[src/rtl/seg_scan_pkg.sv]
// Shared definitions for the seven-segment scan controller.
//   state_e    : scan FSM states (IDLE / BLANK / SHOW)
//   SEG7_TABLE : hex digit -> segment pattern, bit order gfedcba, active-high
package seg_scan_pkg;

    typedef enum logic [1:0] {
        IDLE  = 2'd0,
        BLANK = 2'd1,
        SHOW  = 2'd2
    } state_e;

    localparam logic [6:0] SEG7_TABLE [16] = '{
        7'h3F, 7'h06, 7'h5B, 7'h4F, 7'h66, 7'h6D, 7'h7D, 7'h07,
        7'h7F, 7'h6F, 7'h77, 7'h7C, 7'h39, 7'h5E, 7'h79, 7'h71
    };

endpackage

[src/rtl/seg_scan_ctrl_if.sv]
// Frame-write handshake bus of the scan controller.
//   wr_valid : new frame offered (master -> slave)
//   wr_ready : shadow buffer free (slave -> master)
//   wr_data  : NUM_DIGITS hex digits, digit i at [4i+3:4i]
//   wr_dp    : one decimal point per digit
interface seg_scan_ctrl_if #(
    parameter int NUM_DIGITS = 4
);
    logic                    wr_valid;
    logic                    wr_ready;
    logic [4*NUM_DIGITS-1:0] wr_data;
    logic [NUM_DIGITS-1:0]   wr_dp;

    modport master (output wr_valid, output wr_data, output wr_dp, input  wr_ready);
    modport slave  (input  wr_valid, input  wr_data, input  wr_dp, output wr_ready);
endinterface

[src/rtl/hex_to_seg7.sv]
// Combinational hex digit to seven-segment decoder.
//   hex : 4-bit digit value
//   seg : segment pattern gfedcba, active-high
module hex_to_seg7
    import seg_scan_pkg::*;
(
    input  logic [3:0] hex,
    output logic [6:0] seg
);
    assign seg = SEG7_TABLE[hex];
endmodule

[src/rtl/seg_scan_ctrl.sv]
// Time-multiplexed seven-segment scan controller with a double-buffered frame.
//   clk, rst     : clock, synchronous active-high reset
//   enable       : 1 = scan, 0 = display off
//   wr           : frame-write handshake (slave side)
//   leds         : {dp, gfedcba} of the digit being shown, 0 while blank/idle
//   digit_sel    : one-hot active digit, 0 while blank/idle
//   frame_done   : pulse on the last SHOW cycle of the last digit
module seg_scan_ctrl
    import seg_scan_pkg::*;
#(
    parameter int NUM_DIGITS   = 4,
    parameter int DWELL_CYCLES = 100000,
    parameter int BLANK_CYCLES = 1000
) (
    input  logic                  clk,
    input  logic                  rst,
    input  logic                  enable,
    seg_scan_ctrl_if.slave        wr,
    output logic [7:0]            leds,
    output logic [NUM_DIGITS-1:0] digit_sel,
    output logic                  frame_done
);
    localparam int MAX_CYC = (DWELL_CYCLES > BLANK_CYCLES) ? DWELL_CYCLES : BLANK_CYCLES;
    localparam int CNT_W   = $clog2(MAX_CYC + 1);
    localparam int IDX_W   = (NUM_DIGITS > 1) ? $clog2(NUM_DIGITS) : 1;

    localparam logic [CNT_W-1:0] DWELL_LOAD = CNT_W'(DWELL_CYCLES - 1);
    localparam logic [CNT_W-1:0] BLANK_LOAD = CNT_W'((BLANK_CYCLES > 0) ? BLANK_CYCLES - 1 : 0);
    localparam logic [IDX_W-1:0] LAST_IDX   = IDX_W'(NUM_DIGITS - 1);

    // Each digit starts with a blank phase unless blanking is disabled.
    localparam state_e           FIRST_STATE = (BLANK_CYCLES > 0) ? BLANK : SHOW;
    localparam logic [CNT_W-1:0] FIRST_LOAD  = (BLANK_CYCLES > 0) ? BLANK_LOAD : DWELL_LOAD;

    state_e                     state_q, state_d;
    logic [IDX_W-1:0]           idx_q, idx_d;
    logic [CNT_W-1:0]           cnt_q, cnt_d;
    logic [NUM_DIGITS-1:0][3:0] shadow_q, shadow_d, active_q, active_d;
    logic [NUM_DIGITS-1:0]      shadow_dp_q, shadow_dp_d, active_dp_q, active_dp_d;
    logic                       pending_q, pending_d;
    logic                       wr_ready_q, wr_ready_d;
    logic [7:0]                 leds_q, leds_d;
    logic [NUM_DIGITS-1:0]      digit_sel_q, digit_sel_d;
    logic                       frame_done_q, frame_done_d;
    logic                       promote;
    logic [6:0]                 seg;

    // Decoded from the next-cycle buffer/index so the registered leds line up with state.
    hex_to_seg7 u_hex_to_seg7 (
        .hex (active_d[idx_d]),
        .seg (seg)
    );

    // NOTE: every always_comb output gets a default first so no path can infer a latch.
    always_comb begin
        state_d      = state_q;
        idx_d        = idx_q;
        cnt_d        = cnt_q;
        shadow_d     = shadow_q;
        shadow_dp_d  = shadow_dp_q;
        active_d     = active_q;
        active_dp_d  = active_dp_q;
        pending_d    = pending_q;
        leds_d       = 8'h00;
        digit_sel_d  = '0;
        frame_done_d = 1'b0;

        // Promotion and acceptance never overlap: wr_ready is low while pending.
        promote = pending_q && (state_q == IDLE || frame_done_q);
        if (promote) begin
            active_d    = shadow_q;
            active_dp_d = shadow_dp_q;
            pending_d   = 1'b0;
        end else if (wr.wr_valid && wr_ready_q) begin
            shadow_d    = wr.wr_data;
            shadow_dp_d = wr.wr_dp;
            pending_d   = 1'b1;
        end

        if (!enable) begin
            state_d = IDLE;
            idx_d   = '0;
            cnt_d   = '0;
        end else begin
            case (state_q)
                IDLE: begin
                    state_d = FIRST_STATE;
                    idx_d   = '0;
                    cnt_d   = FIRST_LOAD;
                end
                BLANK: begin
                    if (cnt_q == '0) begin
                        state_d = SHOW;
                        cnt_d   = DWELL_LOAD;
                    end else begin
                        cnt_d = cnt_q - 1'b1;
                    end
                end
                SHOW: begin
                    if (cnt_q == '0) begin
                        state_d = FIRST_STATE;
                        cnt_d   = FIRST_LOAD;
                        idx_d   = (idx_q == LAST_IDX) ? '0 : idx_q + 1'b1;
                    end else begin
                        cnt_d = cnt_q - 1'b1;
                    end
                end
                default: begin
                    state_d = IDLE;
                    idx_d   = '0;
                    cnt_d   = '0;
                end
            endcase
        end

        if (state_d == SHOW) begin
            leds_d       = {active_dp_d[idx_d], seg};
            digit_sel_d  = NUM_DIGITS'(1) << idx_d;
            frame_done_d = (idx_d == LAST_IDX) && (cnt_d == '0);
        end

        wr_ready_d = ~pending_d;
    end

    // NOTE: state is updated with non-blocking assignments so all flops sample the same pre-edge values.
    // NOTE: the frame buffers are cleared by reset because a reset display must show all zeros.
    always_ff @(posedge clk) begin
        if (rst) begin
            state_q      <= IDLE;
            idx_q        <= '0;
            cnt_q        <= '0;
            shadow_q     <= '0;
            shadow_dp_q  <= '0;
            active_q     <= '0;
            active_dp_q  <= '0;
            pending_q    <= 1'b0;
            wr_ready_q   <= 1'b0;
            leds_q       <= 8'h00;
            digit_sel_q  <= '0;
            frame_done_q <= 1'b0;
        end else begin
            state_q      <= state_d;
            idx_q        <= idx_d;
            cnt_q        <= cnt_d;
            shadow_q     <= shadow_d;
            shadow_dp_q  <= shadow_dp_d;
            active_q     <= active_d;
            active_dp_q  <= active_dp_d;
            pending_q    <= pending_d;
            wr_ready_q   <= wr_ready_d;
            leds_q       <= leds_d;
            digit_sel_q  <= digit_sel_d;
            frame_done_q <= frame_done_d;
        end
    end

    assign wr.wr_ready = wr_ready_q;
    assign leds        = leds_q;
    assign digit_sel   = digit_sel_q;
    assign frame_done  = frame_done_q;

endmodule

[src/flat_wrapper.sv]
// flat-port wrapper written by rule: the top's interface ports become plain ports
module seg_scan_ctrl_flat import seg_scan_pkg::*;
#(
    parameter int NUM_DIGITS   = 4,
    parameter int DWELL_CYCLES = 100000,
    parameter int BLANK_CYCLES = 1000
)
  (clk, rst, enable, leds, digit_sel, frame_done, wr_wr_valid, wr_wr_data, wr_wr_dp, wr_wr_ready);
  seg_scan_ctrl_if #(.NUM_DIGITS(NUM_DIGITS)) wr_i ();
  input  logic clk;
  input  logic rst;
  input  logic enable;
  output logic [7:0] leds;
  output logic [NUM_DIGITS-1:0] digit_sel;
  output logic frame_done;
  input wire logic [$bits(wr_i.wr_valid)-1:0] wr_wr_valid;
  input wire logic [$bits(wr_i.wr_data)-1:0] wr_wr_data;
  input wire logic [$bits(wr_i.wr_dp)-1:0] wr_wr_dp;
  output wire logic [$bits(wr_i.wr_ready)-1:0] wr_wr_ready;
  assign wr_i.wr_valid = wr_wr_valid;
  assign wr_i.wr_data = wr_wr_data;
  assign wr_i.wr_dp = wr_wr_dp;
  assign wr_wr_ready = wr_i.wr_ready;
  seg_scan_ctrl #(.NUM_DIGITS(NUM_DIGITS), .DWELL_CYCLES(DWELL_CYCLES), .BLANK_CYCLES(BLANK_CYCLES)) u_core (.clk(clk), .rst(rst), .enable(enable), .wr(wr_i), .leds(leds), .digit_sel(digit_sel), .frame_done(frame_done));
endmodule
[config.mk]
export PLATFORM = sky130hd
export DESIGN_NAME = seg_scan_ctrl_flat
export DESIGN_NICKNAME = d
export VERILOG_FILES = /design/src/rtl/seg_scan_pkg.sv /design/src/rtl/seg_scan_ctrl_if.sv /design/src/rtl/hex_to_seg7.sv /design/src/rtl/seg_scan_ctrl.sv /design/src/flat_wrapper.sv
export SDC_FILE = /design/constraint.sdc
export NUM_CORES = 1
export LEC_CHECK = 0
export CAP_MARGIN = 40
export CORE_MARGIN = 3
export CORE_UTILIZATION = 35
export CTS_CLUSTER_SIZE = 20
export DETAILED_ROUTE_END_ITERATION = 10
export PLACE_DENSITY = 0.53
export RECOVER_POWER = 100
export SYNTH_ARGS = -nofsm -noshare
export SYNTH_HDL_FRONTEND = slang
export SYNTH_SLANG_ARGS = --single-unit
[constraint.sdc]
create_clock -name clk -period 4.3 [get_ports clk]
set_clock_uncertainty 0.2 [all_clocks]
set_input_delay 1.29 -clock clk [delete_from_list [all_inputs] [get_ports clk]]
set_output_delay 1.29 -clock clk [all_outputs]
set_load 0.02 [all_outputs]
==> results.ini <==
[die]
die_h_um=109.2
die_width_um=109.2
initial_core_util=0.3608
design.die.area_um2=11920
rows=37
core_um2=10320
ios=38

[yosys]
synthesis.nets=479
ys_async_sr_fraction=0
synth_common_cells=82 x nand2_1, 76 x dfxtp_1, 54 x a21oi_1, 41 x nor2_1, 17 x nor3_1
synth_seq_cells=76
avgSynthCellArea_um2=8.427
synthesis.area_um2=3725
ys_types=61
synth_top_cell_by_area=dfxtp_1
synthTopCellsByArea=dfxtp_1 41%, nand2_1 8.3%, a21oi_1 7.3%, ha_1 4.4%, nor2_1 4.1%
yosys.area.top_type_share=0.4085
ys.flop_type=dfxtp_1
ys_seq_area_frac=0.4085
synth_edf_count=0
synthMostInstantiatedCell=nand2_1
synthCells=442
ys_warn_count=0

[worst_setup_path]
critPathCaptureType=register
rr_endpoint=u_core.leds[5]
path_buf_inv=2
crit_start=enable
reg2reg_from=u_core.cnt_q[0]
slowest_stage=dlygate4sd3_1
r2r_slack_ps=470
arrival_ps=3930
required_ps=4340
crit_type=primary input to register
reg2regPathDepth=13
startpoint_type=primary input
max_stage_delay_ps=580
cp_max_fo=7
path_delay_family=compound AO/OA/AOI/OAI gates
worstPathCellList=dlygate4sd3_1 -> nand2_1 -> a311oi_1 -> nand2_2 -> a21oi_1 -> inv_1 -> ha_1 -> mux2_4 -> a211oi_1

[clock_network]
cts_htree_levels=3
insertion_delay_ps=350
post_cts.repair.setup_buffers=0
root_buffer=clkbuf_8
cts_tree=built
cts_sinks=76
cts-hold-fix-buffers=0
cts_inserted_buffers=9
clk_path_buf_depth=2
cts_resized=0
clkTransAtPathRegs_ps=80

[global_routing]
grt_pass1_wl_um=14770
grt_pass1_vias=3019
grt_usage=0.1586
grt_overflow_total=0
antenna_found_initial=0
grt_max_degree=54

[detailed_routing]
num_vias=3178
finalWirelength_um=8871
drtIter0Drc=118
viasPerCell=5.118
wl_per_cell_um=14.29
post-route-drc-count=0
drtAntennaViolNets=0
first_pass_iters=5

[sta]
fmax_ghz=0.2571
worstMarginPinSlew_ps=2350
setup_violations=0
hold_viol=0
fin_crit_ps=3889
finalCritPeriodShare=0.9044
rsz0062_at_grt=false
tns_ps=0
slew_violations=54
slew_headroom=-0.5666
worst_slack_ps=411.0

[run_status]
violations=max-capacitance violations, max-slew violations
status=finished, violations left

[layout]
layout-drive-gt1-share=0.07216
final_core_util=0.4298
multi_input_area_um2=2081
diodes=0
regArea_um2=1521
nFillCells=1048
design_area_um2=4437
syn_to_final_growth_pct=19.11
final_nets=518

[placement]
post_dp_cell_area_um2=4249
pre_cts_slack_ps=200.0
dp.final_hpwl_um=6583
routabilityCongestion=0.8774
io_buffers=37

[pwr]
total_leakage_power_nw=1.764
power_mw=1.549
power.density_nw_per_um2=349.2
peakVddDrop_mv=0.1401

[min_path]
hp-class=register to register
hold_start=u_core.active_dp_q[0]
hold_path_depth=2
min_to=u_core.active_dp_q[0]

[flow_run]
maxCapViolations=1

cell usage in the layout, fill, tap and decap left out, types with 3 or more instances in the layout:
cell,synthesis,routed
inv_1,11,11
or4_1,3,3
and2_1,3,3
a21o_1,3,3
mux2i_1,15,15
o21a_1,5,5
a21oi_1,54,54
nand2_1,82,82
dfxtp_1,76,76
xor2_1,4,4
o21ai_0,11,11
xnor2_1,8,8
and3_1,5,5
nor2_1,41,41
or3_1,6,6
a31oi_1,3,3
dlygate4sd3_1,0,15
clkbuf_8,0,9
clkdlybuf4s50_1,0,21
nor3b_1,3,3
buf_4,0,3
ha_1,13,13
clkbuf_1,13,7
nand3_1,13,13
nor3_1,17,17
report_power, final:
| group | internal [mW] | switching (mW) | total [mW] | leakage [nW] |
|---|---|---|---|---|
| Clock | 0.325 | 0.269 | 0.593 | 0.105 |
| Combinational | 0.0880 | 0.124 | 0.212 | 1.04 |
| Sequential | 0.725 | 0.0187 | 0.744 | 0.617 |
| Total | 1.14 | 0.411 | 1.55 | 1.76 |
worst max-delay path by stage:
stage | cells past startpoint | slack [ps] | endpoint
finish | 9 | 410 | u_core.leds[6]
global route | 9 | 100 | u_core.leds[6]
CTS | 13 | 520 | u_core.leds[5]
detailed placement | 10 | 200 | u_core.leds[1]
global placement | 10 | 300 | u_core.leds[1]
floorplan | 8 | 970 | u_core.leds[6]
registers in the layout (all words and copies together) (netlist names):
register            cells
u_core.active_q        16
u_core.frame_done       1
u_core.wr.wr_ready      1
u_core.cnt_q           17
u_core.pending_q        1
u_core.active_dp_q      4
u_core.shadow_dp_q      4
u_core.state_q          2
u_core.leds             8
u_core.idx_q            2
u_core.shadow_q        16
u_core.digit_sel        4
worst register-to-register path, stage by stage (launching register included):
cell and delay [ps]:
dfxtp_1 340, inv_1 80, ha_1 240, nor3b_1 400, and3_1 350, nand4_1 260, a21oi_2 410, mux2i_1 230
mux2_1 260, inv_1 130, ha_1 210, or3_1 370, a21oi_1 150, a311oi_1 60
per-layer routing:
layer | share of wire | global-route usage
met4 | 0.011 | 0.04418
met3 | 0.036 | 0.03908
met2 | 0.45 | 0.2531
met5 | 0 | 0
met1 | 0.50 | 0.2129
cell type report:
cell class,count,share of cell area
Sequential cell,76,0.3429
Inverter,11,0.009306
Tap cell,136,0.03835
Clock inverter,6,0.02030
Timing Repair Buffer,46,0.09222
Multi-Input combinational cell,337,0.4690
Clock buffer,9,0.02792
metrics by stage:
step / hold slack [ps] / cells
CTS: 255.7 / 621
global placement: 238.8 / 605
finish: 254.4 / 621
detailed placement: 244.2 / 606
floorplan: 231.7 / 442
global route: 277.4 / 621
kinds of logic (layout without fill, tap and decap cells):
kind of cell | after synthesis | in the layout | synth area share
xor+xnor | 12 | 12 | 0.02822
flops | 76 | 76 | 0.4085
mux | 19 | 19 | 0.06046
simple gates | 192 | 192 | 0.2482
compound gates | 101 | 101 | 0.1784
fa+ha+maj | 13 | 13 | 0.04367
buf+inv | 29 | 72 | 0.03258
Power figures use the tool's default switching activity.
